<file path="src/rtl/MD_pkg.sv">
// Shared MD datapath definitions: ring geometry constants and the
// position-ring inject controller state encoding.
package MD_pkg;

    localparam int NB_CELL_COUNT_WIDTH  = 5;
    localparam int DRAIN_CYCLES_DEFAULT = 16;

    typedef enum logic [2:0] {
        IDLE,
        FETCH,
        OFFER,
        DRAIN,
        DONE
    } inj_state_t;

endpackage

</file>
<file path="src/rtl/ring_drain_detector.sv">
// Counts consecutive empty ring slots while enabled; o_drained flags the cycle in
// which the DRAIN_CYCLES-th consecutive empty slot is observed.
module ring_drain_detector
    import MD_pkg::*;
#(
    parameter int DRAIN_CYCLES = DRAIN_CYCLES_DEFAULT
) (
    input  logic clk,
    input  logic rst,
    input  logic i_enable,
    input  logic i_slot_empty,
    output logic o_drained
);

    localparam int CNT_W = $clog2(DRAIN_CYCLES + 1);
    localparam logic [CNT_W-1:0] LAST = CNT_W'(DRAIN_CYCLES - 1);

    logic [CNT_W-1:0] empty_cnt_q;
    logic [CNT_W-1:0] empty_cnt_d;

    // Any busy slot, or leaving the enabled window, restarts the streak.
    always_comb begin
        empty_cnt_d = '0;
        if (i_enable && i_slot_empty) begin
            empty_cnt_d = (empty_cnt_q == LAST) ? empty_cnt_q : empty_cnt_q + 1'b1;
        end
        o_drained = i_enable && i_slot_empty && (empty_cnt_q == LAST);
    end

    always_ff @(posedge clk) begin
        if (rst) begin
            empty_cnt_q <= '0;
        end else begin
            empty_cnt_q <= empty_cnt_d;
        end
    end

endmodule

</file>
<file path="src/rtl/pos_ring_inject_ctrl.sv">
// Sequences local particles from the position cache into the position ring router,
// predicting router acceptance and cross-checking the router's dirty feedback.
module pos_ring_inject_ctrl
    import MD_pkg::*;
#(
    parameter int ADDR_WIDTH          = 7,
    parameter int NB_CELL_COUNT_WIDTH = MD_pkg::NB_CELL_COUNT_WIDTH,
    parameter int DRAIN_CYCLES        = DRAIN_CYCLES_DEFAULT
) (
    input  logic                           clk,
    input  logic                           rst,
    input  logic                           i_start,
    input  logic [ADDR_WIDTH:0]            i_num_particles,
    input  logic [NB_CELL_COUNT_WIDTH-1:0] i_slot_lifetime,
    input  logic                           i_dispatcher_back_pressure,
    input  logic                           i_dirty_feedback,
    output logic [ADDR_WIDTH-1:0]          o_rd_addr,
    output logic                           o_rd_en,
    output logic                           o_local_valid,
    output logic                           o_local_dirty,
    output logic                           o_busy,
    output logic                           o_done,
    output logic [ADDR_WIDTH:0]            o_inject_count,
    output logic                           o_err
);

    localparam int CNT_W = ADDR_WIDTH + 1;

    inj_state_t             state_q, state_d;
    logic [ADDR_WIDTH-1:0]  rd_addr_q, rd_addr_d;
    logic                   rd_en_q, rd_en_d;
    logic                   local_valid_q, local_valid_d;
    logic                   local_dirty_q, local_dirty_d;
    logic [CNT_W-1:0]       count_q, count_d;
    logic [CNT_W-1:0]       inject_count_q, inject_count_d;
    logic                   exp_fb_q, exp_fb_d;
    logic                   chk_en_q, chk_en_d;
    logic                   err_q, err_d;

    logic                   accept;
    logic                   drained;
    logic [CNT_W-1:0]       next_count;

    ring_drain_detector #(
        .DRAIN_CYCLES (DRAIN_CYCLES)
    ) u_drain (
        .clk          (clk),
        .rst          (rst),
        .i_enable     (state_q == DRAIN),
        .i_slot_empty (i_slot_lifetime == '0),
        .o_drained    (drained)
    );

    // Mirrors the router's injection condition exactly, from registered outputs only.
    assign accept = local_valid_q & ~local_dirty_q & ~i_dispatcher_back_pressure
                  & (i_slot_lifetime == '0);
    assign next_count = inject_count_q + CNT_W'(1);

    always_comb begin
        state_d        = state_q;
        rd_addr_d      = rd_addr_q;
        rd_en_d        = rd_en_q;
        local_valid_d  = local_valid_q;
        local_dirty_d  = local_dirty_q;
        count_d        = count_q;
        inject_count_d = inject_count_q;
        exp_fb_d       = accept;
        chk_en_d       = 1'b1;
        err_d          = err_q | (chk_en_q & (i_dirty_feedback != exp_fb_q));

        unique case (state_q)
            IDLE: begin
                if (i_start) begin
                    inject_count_d = '0;
                    local_dirty_d  = 1'b0;
                    if (i_num_particles == '0) begin
                        state_d = DRAIN;
                    end else begin
                        count_d   = i_num_particles;
                        rd_addr_d = '0;
                        rd_en_d   = 1'b1;
                        state_d   = FETCH;
                    end
                end
            end
            FETCH: begin
                rd_en_d       = 1'b0;
                local_valid_d = 1'b1;
                local_dirty_d = 1'b0;
                state_d       = OFFER;
            end
            OFFER: begin
                if (accept) begin
                    inject_count_d = next_count;
                    local_valid_d  = 1'b0;
                    if (next_count < count_q) begin
                        rd_addr_d = rd_addr_q + 1'b1;
                        rd_en_d   = 1'b1;
                        state_d   = FETCH;
                    end else begin
                        local_dirty_d = 1'b1;
                        state_d       = DRAIN;
                    end
                end
            end
            DRAIN: begin
                if (drained) begin
                    state_d = DONE;
                end
            end
            DONE: begin
                state_d = IDLE;
            end
            default: begin
                state_d = IDLE;
            end
        endcase
    end

    always_ff @(posedge clk) begin
        if (rst) begin
            state_q        <= IDLE;
            rd_addr_q      <= '0;
            rd_en_q        <= 1'b0;
            local_valid_q  <= 1'b0;
            local_dirty_q  <= 1'b0;
            count_q        <= '0;
            inject_count_q <= '0;
            exp_fb_q       <= 1'b0;
            chk_en_q       <= 1'b0;
            err_q          <= 1'b0;
        end else begin
            state_q        <= state_d;
            rd_addr_q      <= rd_addr_d;
            rd_en_q        <= rd_en_d;
            local_valid_q  <= local_valid_d;
            local_dirty_q  <= local_dirty_d;
            count_q        <= count_d;
            inject_count_q <= inject_count_d;
            exp_fb_q       <= exp_fb_d;
            chk_en_q       <= chk_en_d;
            err_q          <= err_d;
        end
    end

    assign o_rd_addr      = rd_addr_q;
    assign o_rd_en        = rd_en_q;
    assign o_local_valid  = local_valid_q;
    assign o_local_dirty  = local_dirty_q;
    assign o_busy         = (state_q != IDLE);
    assign o_done         = (state_q == DONE);
    assign o_inject_count = inject_count_q;
    assign o_err          = err_q;

endmodule

</file>
<file path="config.mk">
export PLATFORM = sky130hd
export DESIGN_NAME = pos_ring_inject_ctrl
export DESIGN_NICKNAME = d
export VERILOG_FILES = /design/src/rtl/MD_pkg.sv /design/src/rtl/ring_drain_detector.sv /design/src/rtl/pos_ring_inject_ctrl.sv
export SDC_FILE = /design/constraint.sdc
export NUM_CORES = 1
export LEC_CHECK = 0
export BUFFER_PORTS_ARGS = -buffer_cell sky130_fd_sc_hd__buf_2
export CAP_MARGIN = 20
export CORE_MARGIN = 2
export CORE_UTILIZATION = 53
export CTS_CLUSTER_DIAMETER = 120
export DETAILED_ROUTE_END_ITERATION = 8
export PLACE_DENSITY = 0.75
export SLEW_MARGIN = 25
export SYNTH_ARGS = -nofsm -noshare
export SYNTH_HDL_FRONTEND = slang
export SYNTH_HIERARCHICAL = 1
export SYNTH_SLANG_ARGS = --single-unit
</file>
<file path="constraint.sdc">
create_clock -name clk -period 3.4 [get_ports clk]
set_clock_uncertainty 0.15 [all_clocks]
set_input_delay 0.68 -clock clk [delete_from_list [all_inputs] [get_ports clk]]
set_output_delay 0.68 -clock clk [all_outputs]
set_load 0.03 [all_outputs]
</file>
==> impl_results.md, run 1 <==
* First-pass DRT Iterations at 4
* Die X at 66.4 um
* Relative slew margins at 53.3%
* Worst-Skew Late Latency at 0.29 ns
* Grt met3 use at 5.62%
* Number of buffers created by CTS at 5
* Overall Global Routing Usage at 21.9%
* DR vias at 1,833
* Core region area at about 3700 um^2
* Max Cap Viol at 0
* Setup Total Neg Slack at 0 ns
* Global route total overflow at 0
* Mapped cell area at around 2100 um^2
* Hold/Removal Path Class: reg2reg
* Clock buffer depth at 2
* Pwr Total at 941 uW
* CTS tree: built
* P_leak at 1.05 nW
* Post-Layout Inst Area at roughly 2400 um^2
* Chip height at between 60 and 70 um
* Ys flop type: dfxtp_1
* Area leader, netlist: dfxtp_1
* Top-area cell type share of the netlist area at around 36%
* Largest net degree at the start of global routing at 33
* Final Hold Viols at 0
* Setup WS pre-CTS at 0.464 ns
* Root Buffer: clkbuf_8
* Final Max Slew Viols at 0
* Nets at around 320
* ANT cells at 0
* Drt wl/cell at 13.2 um
* Detailed Route WL at 4420 um
* Gr busiest metal: met2
* Ys async rst share at 0%
* HPWL Detailed at approximately 3300 um
* Die area at approximately 4400 um^2
* Port Buffers at 38
* Placer Congestion at 0.844
* Ys Warns at 6
* Flops & latches, synth at 37
* Status: finished clean
* CP Max Fanout at 6
* Layout cells sized above 1 at approximately a fifth
* TritonCTS Sinks at 37
* Hold buffers post-CTS at 0
* Critical path endpoint category: flop
* Post-DP Area at roughly 2300 um^2
* Post-Synthesis Cells at roughly 250
* Data arrival, critical path at 3.08 ns
* Synthesized area per cell at 8.42 um^2
* RSZ-0062 raised after global routing: no
* ANT nets after route at 0
* Worst endpoint required time at 3.46 ns
* Drt via density at 5.47
* Initial drt markers at 86
* Maximum clock rate at about 330 MHz
* GR Util met2 at 37.9%
* # DRC at 0
* Syn_nets at 274
* Final WS setup at about 0.38 ns
* Area Overhead vs Synth at 16.0%
* Reg clk slew, reported paths at 0.07 ns
* Cts repair resizes at 0
* Number of flops mapped to enable cells by yosys at 0
* Distinct cells, synth at between 40 and 50
* Post-layout min period at 3.02 ns
* Initial core utilization at 55.9%
* H-tree lvl count at 2
* First-pass GRT wire length at 7420 um
* Post-CTS Setup Bufs at 0
* Sequential fraction of the synthesis area at 35.9%
* Startpoint types: flop
* Crit Path Category: reg2reg
* Vias in the first global route at roughly 1,700
* Slew @ Worst Pin at 0.696 ns
* Rows at 22
* P per Cell Area at 393 nW/um^2
* Finish-stage setup viols at 0
* Initial antenna violation count at 0
* Top cells by area, synth: dfxtp_1, ha_1, a21oi_1
* VDD IR max at 297 uV
* I/O pin count at 39
* GR met1 Demand/Resource at 27.1%
* Final period util at between 80% and 90%
## worst max-delay path, stage by stage (launching register included)
cell      delay (ns)
dfxtp_1         0.41
nand3_1         0.19
nor3_1          0.27
xor2_1          0.23
ha_1            0.29
a21oi_1         0.15
o21ai_0         0.21
a211oi_1        0.66
nand4_1         0.17
a31oi_1         0.21
## logic make-up (layout without fill, tap and decap cells)
logic type / after synthesis / count (layout) / share of synthesized area [%]
buffers and inverters: 23 / 65 / 4.55
and+or+nand+nor: 106 / 106 / 28.9
DFF: 37 / 37 / 35.9
xor gates and xnor gates: 10 / 10 / 4.25
adders and majority gates: 11 / 11 / 6.67
muxes: 8 / 8 / 3.88
AOI/OAI and AO/OA: 50 / 50 / 15.8
## cells in the mapped netlist, types with 2 or more instances
| cell | instances |
|---|---|
| a211o_1 | 2 |
| a211oi_1 | 2 |
| a21oi_1 | 19 |
| a31oi_1 | 7 |
| and2_1 | 2 |
| and3_1 | 4 |
| clkbuf_1 | 7 |
| dfxtp_1 | 37 |
| ha_1 | 11 |
| inv_1 | 15 |
| mux2i_1 | 8 |
| nand2_1 | 21 |
| nand2b_1 | 4 |
| nand3_1 | 11 |
| nand3b_1 | 4 |
| nand4_1 | 6 |
| nand4b_1 | 3 |
| nor2_1 | 25 |
| nor2b_1 | 4 |
| nor3_1 | 4 |
| nor4_1 | 4 |
| o21ai_0 | 9 |
| o31ai_1 | 2 |
| or3_1 | 4 |
| or3b_2 | 2 |
| xnor2_1 | 3 |
| xor2_1 | 7 |
## sequential cells by signal (all words and copies together), names as in the netlist
signal               count
u_drain/empty_cnt_q      5
o_local_dirty            1
o_err                    1
o_rd_addr                7
o_rd_en                  1
state_q                  3
exp_fb_q                 1
o_inject_count           8
chk_en_q                 1
count_q                  8
o_local_valid            1
## through the flow
step                hold WS (ns)  cells  utilization (%)
global placement           0.292    327             62.5
CTS                        0.332    335             64.8
finish                     0.324    335             64.8
floorplan                  0.283    245                -
detailed placement         0.317    327             62.5
global route               0.360    335             64.8
## cells in the final DEF (no fill, tap or decap), types with 3 or more instances in the layout
master and n:
buf_2 38, dfxtp_1 37, nor2_1 25, nand2_1 21
a21oi_1 19, inv_1 15, nand3_1 11, ha_1 11
o21ai_0 9, mux2i_1 8, xor2_1 7, a31oi_1 7
nand4_1 6, clkbuf_8 5, nor3_1 4, nor2b_1 4
nor4_1 4, nand2b_1 4, and3_1 4, or3_1 4
nand3b_1 4, buf_4 4, xnor2_1 3, nand4b_1 3
## cell type report
| cell class | instances | area [um^2] |
|---|---|---|
| Timing Repair Buffer | 42 | 220 |
| Multi-Input combinational cell | 185 | 1230 |
| Sequential cell | 37 | 741 |
| Inverter | 15 | 56.3 |
| Tap cell | 48 | 60.1 |
| Clock buffer | 5 | 68.8 |
| Fill cell | 340 | 1300 |
| Clock inverter | 3 | 17.5 |
## power breakdown
part | total (mW) | switching, mW | internal, mW
sequential | 0.471 | 0.0203 | 0.451
clock | 0.298 | 0.157 | 0.141
combinational | 0.172 | 0.107 | 0.0645
## per-layer routing
layer,wire [um],up-vias
li1,-,967
met1,2110,823
met2,2090,38
met3,187,5
met4,32,0
met5,0,-
## path summary, 6_finish.rpt
path,start,end,slack [ns],depth (start not counted)
setup / recovery,o_inject_count[2],o_rd_addr[6],0.38,9
hold / removal,chk_en_q,o_err,0.32,2
setup reg to reg,o_inject_count[2],o_rd_addr[6],0.38,9
hold reg to reg,chk_en_q,o_err,0.32,2
No activity file was read; power rests on OpenSTA's default activity.
==> run 2: changes to the inputs <==
Settings changed: MAX_ROUTING_LAYER set to met4.
==> run 2 against run 1 <==
  * Sequential power about the same
  * Cell count unchanged
  * Die area unchanged
  * Routed wire length about the same
  * Utilization unchanged
  * Sequential share of layout area did not move
  * Flip-flop and latch count stayed put
  * Hold slack unchanged
  * Via count is essentially flat
  * Maximum frequency down 0.22%
  * Critical endpoint unchanged
  * Largest cell class unchanged
  * Largest power group unchanged
  * Highest routed layer unchanged
==> impl_results.md, run 2 (synthesis results as in run 1) <==
* Status: finished clean
* Post-CTS Setup Bufs at 0
* Number of buffers created by CTS at 5
* Maximum clock rate at 331 MHz
* Setup Total Neg Slack at 0 ns
* Detailed Route WL at 4420 um
* Hold buffers post-CTS at 0
* RSZ-0062 raised after global routing: no
* Max Cap Viol at 0
* Die X at 66.4 um
* Data arrival, critical path at 3.08 ns
* Worst-Skew Late Latency at about 0.29 ns
* DR vias at 1,834
* P per Cell Area at approximately 390 nW/um^2
* Most common cell after layout, fill and taps aside: buf_2
* Post-Layout Cell Count at approximately 340
* Startpoint types: flop
* TritonCTS Sinks at 37
* Slew @ Worst Pin at 0.704 ns
* First-pass GRT wire length at 7420 um
* Relative slew margins at a little over half
* Global route total overflow at 0
* CTS tree: built
* I/O pin count at 39
* Largest net degree at the start of global routing at 33
* CP Max Fanout at 6
* VDD IR max at 297 uV
* Placer Congestion at 0.857
* ANT nets after route at 0
* Final Hold Viols at 0
* Drt via density at approximately 5.5
* Most frequent cells in the layout: buf_2, dfxtp_1, nor2_1
* Crit Path Category: reg2reg
* Clock buffer depth at 2
* Cts repair resizes at 0
* Finish-stage setup viols at 0
* Worst endpoint required time at 3.46 ns
* First-pass DRT Iterations at 4
* Pwr Total at 941 uW
* Root Buffer: clkbuf_8
* ANT cells at 0
* Rows at 22
* Reg clk slew, reported paths at 0.07 ns
* Initial core utilization at between 50% and 60%
* # DRC at 0
* Final Util at around 65%
* Layout cells sized above 1 at 20.9%
* Die area at 4410 um^2
* Placed insts at 327
* Final period util at 88.9%
* Nets at 315
* Core region area at 3690 um^2
* Hold/Removal Path Class: reg2reg
* Chip height at 66.4 um
* Post-layout min period at 3.02 ns
* Initial antenna violation count at 0
* Port Buffers at 38
* Hold_ws at about 0.32 ns
* H-tree lvl count at 2
* P_leak at 1.05 nW
* Overall Global Routing Usage at 22.5%
* Drt wl/cell at about 13 um
* Initial drt markers at 94
* Final Max Slew Viols at 0
* Area Overhead vs Synth at 16.0%
* Vias in the first global route at 1,673
* Critical path endpoint category: flop
* HPWL Detailed at 3310 um
## run 2: cell counts in the layout (fill, tap and decap cells not counted)
Identical to the previous run, type by type.
## run 2: final timing paths
path | startpoint | to | slack (ns) | cells after the start
max | o_inject_count[2] | o_rd_addr[6] | 0.38 | 9
min | chk_en_q | o_err | 0.32 | 2
max reg2reg | o_inject_count[2] | o_rd_addr[6] | 0.38 | 9
min reg2reg | chk_en_q | o_err | 0.32 | 2
## run 2: stage by stage
| stage | setup WS (ns) | cell area, um^2 |
|---|---|---|
| 6_report | 0.378 | 2390 |
| 3_3_place_gp | 0.545 | 2300 |
| 3_5_place_dp | 0.464 | 2300 |
| 5_1_grt | 0.196 | 2390 |
| 2_1_floorplan | 0.579 | 2060 |
| 4_1_cts | 0.455 | 2390 |
## run 2: critical path, cell delays in order, from the launching register on
cell      delay [ns]
dfxtp_1         0.41
nand3_1         0.19
nor3_1          0.27
xor2_1          0.23
ha_1            0.29
a21oi_1         0.15
o21ai_0         0.21
a211oi_1        0.66
nand4_1         0.17
a31oi_1         0.21
## run 2: routing by layer
metal	share of wire (%)	vias to the layer above	wire length [um]	track usage, %
met5	0	-	0	-
met4	0.72	0	32	5.10
met3	4.2	5	184	5.62
met2	48	38	2110	37.9
met1	47	824	2100	27.1
li1	-	967	-	-
## run 2: layout make-up
cell class              instances  area (um^2)
repair buffers                 42          220
clock buffers                   5         68.8
well taps                      48         60.1
clock inverters                 3         17.5
flip-flops and latches         37          741
inverters                      15         56.3
fillers                       340         1300
multi-input cells             185         1230
## run 2: power breakdown
part           leakage [nW]  switching [mW]  internal [mW]  total, mW
Sequential            0.301          0.0203          0.451      0.471
Combinational         0.706           0.107         0.0645      0.172
Clock                0.0439           0.157          0.141      0.298
